## config.mk

```make
export PLATFORM = sky130hd
export DESIGN_NAME = hartslag_bewaking_flat
export DESIGN_NICKNAME = d
export VERILOG_FILES = /design/src/rtl/hartslag_bewaking_if.sv /design/src/rtl/hartslag_bewaking.sv /design/src/flat_wrapper.sv
export SDC_FILE = /design/constraint.sdc
export NUM_CORES = 1
export LEC_CHECK = 0
export ABC_AREA = 1
export CAP_MARGIN = 20
export CORE_MARGIN = 2
export CORE_UTILIZATION = 45
export CTS_CLUSTER_DIAMETER = 120
export DETAILED_ROUTE_END_ITERATION = 16
export PLACE_DENSITY = 0.73
export SYNTH_ARGS = -nofsm -noshare
export SYNTH_HDL_FRONTEND = slang
export SYNTH_SLANG_ARGS = --single-unit
```

## constraint.sdc

```tcl
create_clock -name clk -period 3.3 [get_ports clk]
set_input_delay 0.825 -clock clk [delete_from_list [all_inputs] [get_ports clk]]
set_output_delay 0.825 -clock clk [all_outputs]
set_load 0.005 [all_outputs]
```

## src/rtl/hartslag_bewaking_if.sv

```systemverilog
// Heart-rate monitor bus: per-window beat counts in, averaged rate and status out.
interface hartslag_bewaking_if;
    logic       count_valid;
    logic [7:0] count_in;
    logic       out_valid;
    logic [9:0] bpm;
    logic [2:0] status;
    logic       alarm;

    modport master (
        output count_valid,
        output count_in,
        input  out_valid,
        input  bpm,
        input  status,
        input  alarm
    );

    modport slave (
        input  count_valid,
        input  count_in,
        output out_valid,
        output bpm,
        output status,
        output alarm
    );
endinterface

```

## src/rtl/hartslag_bewaking.sv

```systemverilog
// Heart-rate monitor: 4-sample moving average of beat counts, scaled to BPM,
// with confirmed LOW/HIGH classification, hysteresis and loss-of-signal detection.
// Stage 1 updates the history on the sampling edge; stage 2 evaluates one edge later.
module hartslag_bewaking #(
    parameter int MULT    = 4,
    parameter int LOW_TH  = 100,
    parameter int HIGH_TH = 180,
    parameter int HYST    = 10,
    parameter int CONFIRM = 3
) (
    input logic                clk,
    input logic                reset,
    hartslag_bewaking_if.slave bus
);

    typedef enum logic [2:0] {
        ST_WARMUP = 3'd0,
        ST_NORMAL = 3'd1,
        ST_LOW    = 3'd2,
        ST_HIGH   = 3'd3,
        ST_LOST   = 3'd4
    } state_t;

    // Thresholds widened by one bit so the comparisons against bpm never wrap.
    localparam logic [10:0] LOW_ENTER  = 11'(LOW_TH);
    localparam logic [10:0] LOW_EXIT   = 11'(LOW_TH + HYST);
    localparam logic [10:0] HIGH_ENTER = 11'(HIGH_TH);
    localparam logic [10:0] HIGH_EXIT  = 11'(HIGH_TH - HYST);
    localparam logic [2:0]  CONF_N     = 3'(CONFIRM);

    logic [7:0]  hist [4];
    logic [9:0]  sum;
    logic [2:0]  fill;
    logic        zero_prev;

    logic        pend_valid;
    logic        pend_lost;
    logic        pend_flush;

    logic        sample_zero;
    logic        lost_hit;
    logic        lost_now;
    logic [9:0]  oldest;
    logic [9:0]  sum_shift;
    logic [2:0]  fill_inc;
    logic [9:0]  bpm_calc;
    logic [10:0] bpm_ext;

    state_t      state;
    state_t      state_nxt;
    logic [2:0]  conf;
    logic [2:0]  conf_nxt;
    logic [2:0]  run_len;
    logic        conf_high;
    logic        conf_high_nxt;
    logic [9:0]  bpm_reg;
    logic [9:0]  bpm_nxt;
    logic        out_valid;
    logic        out_valid_nxt;
    logic        alarm;
    logic        alarm_nxt;

    // Sample-side helpers; lost_now looks through a pending evaluation so a
    // recovery sample arriving right behind the second zero is still recognised.
    always_comb begin
        sample_zero = (bus.count_in == 8'd0);
        lost_hit    = sample_zero && zero_prev;
        lost_now    = pend_valid ? pend_lost : (state == ST_LOST);
        oldest      = (fill == 3'd4) ? {2'b00, hist[3]} : 10'd0;
        sum_shift   = sum + {2'b00, bus.count_in} - oldest;
        fill_inc    = (fill == 3'd4) ? 3'd4 : fill + 3'd1;
        bpm_calc    = 10'({2'b00, sum[9:2]} * MULT);
        bpm_ext     = {1'b0, bpm_calc};
    end

    // Stage 1: history, running sum, fill level and zero-run tracking.
    always_ff @(posedge clk or posedge reset) begin
        if (reset) begin
            for (int i = 0; i < 4; i++) begin
                hist[i] <= 8'd0;
            end
            sum        <= 10'd0;
            fill       <= 3'd0;
            zero_prev  <= 1'b0;
            pend_valid <= 1'b0;
            pend_lost  <= 1'b0;
            pend_flush <= 1'b0;
        end else begin
            pend_valid <= bus.count_valid;
            pend_lost  <= 1'b0;
            pend_flush <= 1'b0;
            if (bus.count_valid) begin
                zero_prev <= sample_zero;
                if (!lost_hit && lost_now) begin
                    hist[0]    <= bus.count_in;
                    hist[1]    <= 8'd0;
                    hist[2]    <= 8'd0;
                    hist[3]    <= 8'd0;
                    sum        <= {2'b00, bus.count_in};
                    fill       <= 3'd1;
                    pend_flush <= 1'b1;
                end else begin
                    hist[0]   <= bus.count_in;
                    hist[1]   <= hist[0];
                    hist[2]   <= hist[1];
                    hist[3]   <= hist[2];
                    sum       <= sum_shift;
                    fill      <= fill_inc;
                    pend_lost <= lost_hit;
                end
            end
        end
    end

    // Stage 2 next-state: classify the fresh average and run the confirm counter.
    always_comb begin
        state_nxt     = state;
        conf_nxt      = conf;
        conf_high_nxt = conf_high;
        bpm_nxt       = bpm_reg;
        out_valid_nxt = 1'b0;
        run_len       = 3'd0;
        if (pend_valid) begin
            if (pend_lost) begin
                state_nxt     = ST_LOST;
                conf_nxt      = 3'd0;
                out_valid_nxt = 1'b1;
            end else if (pend_flush) begin
                state_nxt = ST_WARMUP;
                conf_nxt  = 3'd0;
            end else if (fill == 3'd4) begin
                bpm_nxt       = bpm_calc;
                out_valid_nxt = 1'b1;
                case (state)
                    ST_WARMUP: begin
                        state_nxt = ST_NORMAL;
                        conf_nxt  = 3'd0;
                    end
                    ST_NORMAL: begin
                        if (bpm_ext < LOW_ENTER) begin
                            run_len = (conf != 3'd0 && !conf_high) ? conf + 3'd1 : 3'd1;
                            if (run_len >= CONF_N) begin
                                state_nxt = ST_LOW;
                                conf_nxt  = 3'd0;
                            end else begin
                                conf_nxt      = run_len;
                                conf_high_nxt = 1'b0;
                            end
                        end else if (bpm_ext > HIGH_ENTER) begin
                            run_len = (conf != 3'd0 && conf_high) ? conf + 3'd1 : 3'd1;
                            if (run_len >= CONF_N) begin
                                state_nxt = ST_HIGH;
                                conf_nxt  = 3'd0;
                            end else begin
                                conf_nxt      = run_len;
                                conf_high_nxt = 1'b1;
                            end
                        end else begin
                            conf_nxt = 3'd0;
                        end
                    end
                    ST_LOW: begin
                        if (bpm_ext >= LOW_EXIT) begin
                            run_len = conf + 3'd1;
                            if (run_len >= CONF_N) begin
                                state_nxt = ST_NORMAL;
                                conf_nxt  = 3'd0;
                            end else begin
                                conf_nxt = run_len;
                            end
                        end else begin
                            conf_nxt = 3'd0;
                        end
                    end
                    ST_HIGH: begin
                        if (bpm_ext <= HIGH_EXIT) begin
                            run_len = conf + 3'd1;
                            if (run_len >= CONF_N) begin
                                state_nxt = ST_NORMAL;
                                conf_nxt  = 3'd0;
                            end else begin
                                conf_nxt = run_len;
                            end
                        end else begin
                            conf_nxt = 3'd0;
                        end
                    end
                    default: begin
                        conf_nxt = 3'd0;
                    end
                endcase
            end
        end
        alarm_nxt = (state_nxt == ST_LOW) || (state_nxt == ST_HIGH) || (state_nxt == ST_LOST);
    end

    // Stage 2 registers: state, confirm counter and all visible outputs.
    always_ff @(posedge clk or posedge reset) begin
        if (reset) begin
            state     <= ST_WARMUP;
            conf      <= 3'd0;
            conf_high <= 1'b0;
            bpm_reg   <= 10'd0;
            out_valid <= 1'b0;
            alarm     <= 1'b0;
        end else begin
            state     <= state_nxt;
            conf      <= conf_nxt;
            conf_high <= conf_high_nxt;
            bpm_reg   <= bpm_nxt;
            out_valid <= out_valid_nxt;
            alarm     <= alarm_nxt;
        end
    end

    assign bus.out_valid = out_valid;
    assign bus.bpm       = bpm_reg;
    assign bus.status    = state;
    assign bus.alarm     = alarm;

endmodule

```

## src/flat_wrapper.sv

```systemverilog
// flat-port wrapper written by rule: the top's interface ports become plain ports
module hartslag_bewaking_flat 
#(
    parameter int MULT    = 4,
    parameter int LOW_TH  = 100,
    parameter int HIGH_TH = 180,
    parameter int HYST    = 10,
    parameter int CONFIRM = 3
)
  (clk, reset, bus_count_valid, bus_count_in, bus_out_valid, bus_bpm, bus_status, bus_alarm);
  hartslag_bewaking_if bus_i ();
  input logic clk;
  input logic reset;
  input wire logic [$bits(bus_i.count_valid)-1:0] bus_count_valid;
  input wire logic [$bits(bus_i.count_in)-1:0] bus_count_in;
  output wire logic [$bits(bus_i.out_valid)-1:0] bus_out_valid;
  output wire logic [$bits(bus_i.bpm)-1:0] bus_bpm;
  output wire logic [$bits(bus_i.status)-1:0] bus_status;
  output wire logic [$bits(bus_i.alarm)-1:0] bus_alarm;
  assign bus_i.count_valid = bus_count_valid;
  assign bus_i.count_in = bus_count_in;
  assign bus_out_valid = bus_i.out_valid;
  assign bus_bpm = bus_i.bpm;
  assign bus_status = bus_i.status;
  assign bus_alarm = bus_i.alarm;
  hartslag_bewaking #(.MULT(MULT), .LOW_TH(LOW_TH), .HIGH_TH(HIGH_TH), .HYST(HYST), .CONFIRM(CONFIRM)) u_core (.clk(clk), .reset(reset), .bus(bus_i));
endmodule
```

==> metrics.log <==
INFO  metric achievable-frequency = 343 MHz
INFO  metric highest_delay_cell_along_the_critical_path = sky130_fd_sc_hd__fa_1
INFO  metric grt_setup_unrepaired = no
INFO  metric design.portCount = 26
INFO  metric gpl.final_weighted_congestion = 0.876
INFO  metric cts_buffers = 9
INFO  metric route.detailed.drc = 0
INFO  metric timing_worst_slew_pin_value = 0.489 ns
INFO  metric insertion_delay = 0.34 ns
INFO  metric global_route.usage.met1 = between 20% and 30%
INFO  metric synthesis.area_per_instance = 8.38 sq um
INFO  metric critical_path_arrival = 3.18 ns
INFO  metric detailedPlace.worstSlack = 0.0239 ns
INFO  metric setup_viol = 0
INFO  metric wire_length_of_the_first_global_routing_pass = 13.7 mm
INFO  metric fillerInstances = 759
INFO  metric netlist_area = 0.00386 sq mm
INFO  metric numClockSinks = 66
INFO  metric worst_ep_required = 3.56 ns
INFO  metric worst_path_dominant_cell_family = adder cells
INFO  metric switching_share_of_total_power = between 30% and 40%
INFO  metric yosys_register_bits = 66
INFO  metric synth_async_sr_flop_share = 100%
INFO  metric final_layout_size_suffix_gt1_share = 13.8%
INFO  metric groute.layer.met2.usage = 30.4%
INFO  metric htree_levels = 3
INFO  metric drt-total-wl = around 7.8 mm
INFO  metric outcome = completed
INFO  metric power.net_switching = 1.49 mW
INFO  metric timing.final.ws_setup = 0.382 ns
INFO  metric finalNetCount = 532
INFO  metric grt_pass1_vias = between 3000 and 4000
INFO  metric largest_register_ff_count = 32
INFO  metric global_route.peak_usage_layer = met2
INFO  metric comb_power_share = about 48%
INFO  metric max_stage_delay = ~0.52 ns
INFO  metric static-leakage-power = around 2.2 nW
INFO  metric row_count = 33
INFO  metric slew_headroom = between 60% and 70%
INFO  metric yosysSeqAreaShare = 42.7%
INFO  metric worst_setup_path_end_kind = flop
INFO  metric design_area = between 0.004 and 0.005 sq mm
INFO  metric overflow = 0
INFO  metric part_of_the_total_power_dissipated_in_the_clock_network = 20.8%
INFO  metric die_y = approximately 97 microns
INFO  metric cap_violations = 0
INFO  metric hpwl = 5.89 mm
INFO  metric drt-pass1-iter-count = 4
INFO  metric hold_buf_cts = 0
INFO  metric cts_tree = built
INFO  metric grt_max_degree = 49
INFO  metric avgRoutedWirePerCell = 12.9 microns
INFO  metric timing_worst_setup_path_type = in2reg
INFO  metric die_w = a little under 100 microns
INFO  metric io_buffers = 23
INFO  metric antenna_violations_before_repair = 0
INFO  metric cell_chain_critical_path = clkdlybuf4s50_1 -> inv_2 -> fa_1 -> inv_1 -> ha_1 -> a21oi_1 -> nand2_1 -> a21oi_2 -> nor2_1 -> nor2_1 -> xor2_1 -> nand2_1 -> o211ai_1
INFO  metric cts_root_buf = sky130_fd_sc_hd__clkbuf_8
INFO  metric count_of_endpoints_failing_hold_in_the_final_timing_report = 0
INFO  metric timing.critical_path.from_type = input pin
INFO  metric tns = 0 ns
INFO  metric postCtsSetupRepairBufs = 0
INFO  metric cell_variety_after_synth = 39
INFO  metric via_per_inst = 4.94
INFO  metric ant_nets_after_route = 0
INFO  metric synth_warnings = 0
INFO  metric initial_utilization = 46.8%
INFO  metric clkTransAtPathRegs = 0.07 ns
INFO  metric p_per_area = about 840 mW/mm^2
INFO  metric timing.final.crit_share = 88.4%
INFO  metric via_count = 2992
INFO  metric primary_flip_flop_cell_chosen_by_synthesis_mapping = sky130_fd_sc_hd__dfrtp_1
INFO  metric core_area = 0.00826 sq mm
INFO  metric timing.final.max_slew_violations = 0
INFO  metric grt.met3_usage = 4.62%
INFO  metric worst-path-max-fanout = 4
INFO  metric skew = around 0.0084 ns
INFO  metric worst_hold_path_type = reg2reg
INFO  metric grtUsageTotal = 17.8%
INFO  metric sequential_fraction_of_design_power = 31.1%
INFO  metric placed_area = approximately 0.0043 sq mm
INFO  metric timing.final.crit_period = 2.92 ns
INFO  metric synth_enable_flop_cells = 0
INFO  metric dieArea = 0.00935 sq mm
INFO  metric number_of_drc_markers_in_iteration_0 = ~120
INFO  metric cp_num_buf_inv = 3
INFO  metric clockBufferDepth = 2
INFO  metric synthesis.instances = 461
INFO  metric cts_resized = 0
INFO  metric areaGrowthSynthToFinish = 16.2%
INFO  metric antenna_cells_inserted = 0
INFO  metric vdd.ir_drop.worst = 0.385 mV
INFO  metric internal-power = 2.30 mW
==> worst min-delay path, stage by stage, from the launching register on <==
cell and delay (ns):
sky130_fd_sc_hd__dfrtp_1 0.35, sky130_fd_sc_hd__nand2_1 0.05, sky130_fd_sc_hd__o21ai_0 0.06
==> power groups by stage <==
stage          Clock [mW]  Combinational [mW]  Sequential (mW)
2_1_floorplan           0                1.33             1.17
3_3_place_gp            0                1.77             1.18
3_5_place_dp            0                1.82             1.19
4_1_cts             0.809                1.83             1.18
5_1_grt             0.841                2.08             1.21
6_report            0.789                1.82             1.18
==> routing by layer <==
| layer | share of wire [%] | vias up | routed length [microns] |
|---|---|---|---|
| met5 | 0 | - | 0 |
| met1 | 45 | 1410 | 3520 |
| met3 | 4.0 | 15 | 309 |
| li1 | - | 1517 | - |
| met2 | 49 | 50 | 3840 |
| met4 | 1.7 | 0 | 132 |
==> stage by stage <==
stage | util (%) | total power, mW | hold WS, ns | cells
floorplan | - | 2.50 | 0.458 | 462
global placement | 51.5 | 2.96 | 0.474 | 590
detailed placement | 51.5 | 3.01 | 0.479 | 590
CTS | 54.4 | 3.81 | 0.496 | 606
global route | 54.4 | 4.13 | 0.517 | 606
finish | 54.4 | 3.79 | 0.485 | 606
==> final timing paths <==
path                                    from                 to  slack [ns]  cells past startpoint
min reg2reg                u_core.bus.bpm[2]  u_core.bus.bpm[2]        0.49                      2
max                          bus_count_in[2]      u_core.sum[7]        0.38                     13
max in group asynchronous              reset    u_core.hist[17]        1.90                      3
min in group asynchronous              reset   u_core.bus.alarm        0.81                      2
max reg2reg                   u_core.fill[0]      u_core.sum[6]        0.47                     13
min                        u_core.bus.bpm[2]  u_core.bus.bpm[2]        0.49                      2
==> placed cells by master (no fill, tap or decap), drive strengths merged <==
master,netlist,layout
inv,105,105
nand2,99,99
dfrtp,66,66
nor2,37,37
o21ai,33,33
o22ai,26,26
clkdlybuf4s50,0,22
ha,17,17
a21oi,15,15
nand3,13,13
buf,9,13
clkbuf,3,12
fa,8,8
o221ai,6,6
nand4,4,4
xor2,4,4
nor3,3,3
o211ai,3,3
xnor2,2,2
nand3b,2,2
conb,1,2
bufinv,0,2
nor4,1,1
a21boi,1,1
o21bai,1,1
a211oi,1,1
and3,1,1
clkinv,0,1
clkinvlp,0,1
==> synth_stat cells (4+ instances only) <==
cell                       number  share of area, %
sky130_fd_sc_hd__nand2_1       91               8.8
sky130_fd_sc_hd__nor2_1        34               3.3
sky130_fd_sc_hd__fa_1           8               4.1
sky130_fd_sc_hd__nand3_1       11               1.4
sky130_fd_sc_hd__ha_1          17               5.5
sky130_fd_sc_hd__xor2_1         4              0.91
sky130_fd_sc_hd__o22ai_2       10               3.2
sky130_fd_sc_hd__a21oi_1       13               1.7
sky130_fd_sc_hd__o21ai_0       30               3.9
sky130_fd_sc_hd__nand4_1        4              0.65
sky130_fd_sc_hd__inv_1         98               9.5
sky130_fd_sc_hd__nand2_2        7               1.1
sky130_fd_sc_hd__inv_2          7              0.68
sky130_fd_sc_hd__o22ai_1       16               2.6
sky130_fd_sc_hd__o221ai_2       5               1.9
sky130_fd_sc_hd__dfrtp_1       66                43
==> area by class of cell <==
| type | count | area (sq um) | share of cell area [%] |
|---|---|---|---|
| inverter | 105 | 394 | 8.78 |
| sequential | 66 | 1650 | 36.8 |
| timing repair buffer | 35 | 328 | 7.30 |
| tap | 105 | 131 | 2.93 |
| clock inverter | 4 | 72.6 | 1.62 |
| clock buffer | 12 | 165 | 3.68 |
| multi-input combinational | 279 | 1750 | 38.9 |
==> logic make-up after synthesis <==
kind of cell,synth area share [%]
AO/OA/AOI/OAI,15.9
buffers and inverters,12.2
flip-flops,42.7
other,0.0970
XOR/XNOR,1.36
AND/OR/NAND/NOR,18.1
adder cells (fa/ha/maj),9.65
(Power assumes the default switching activity.)
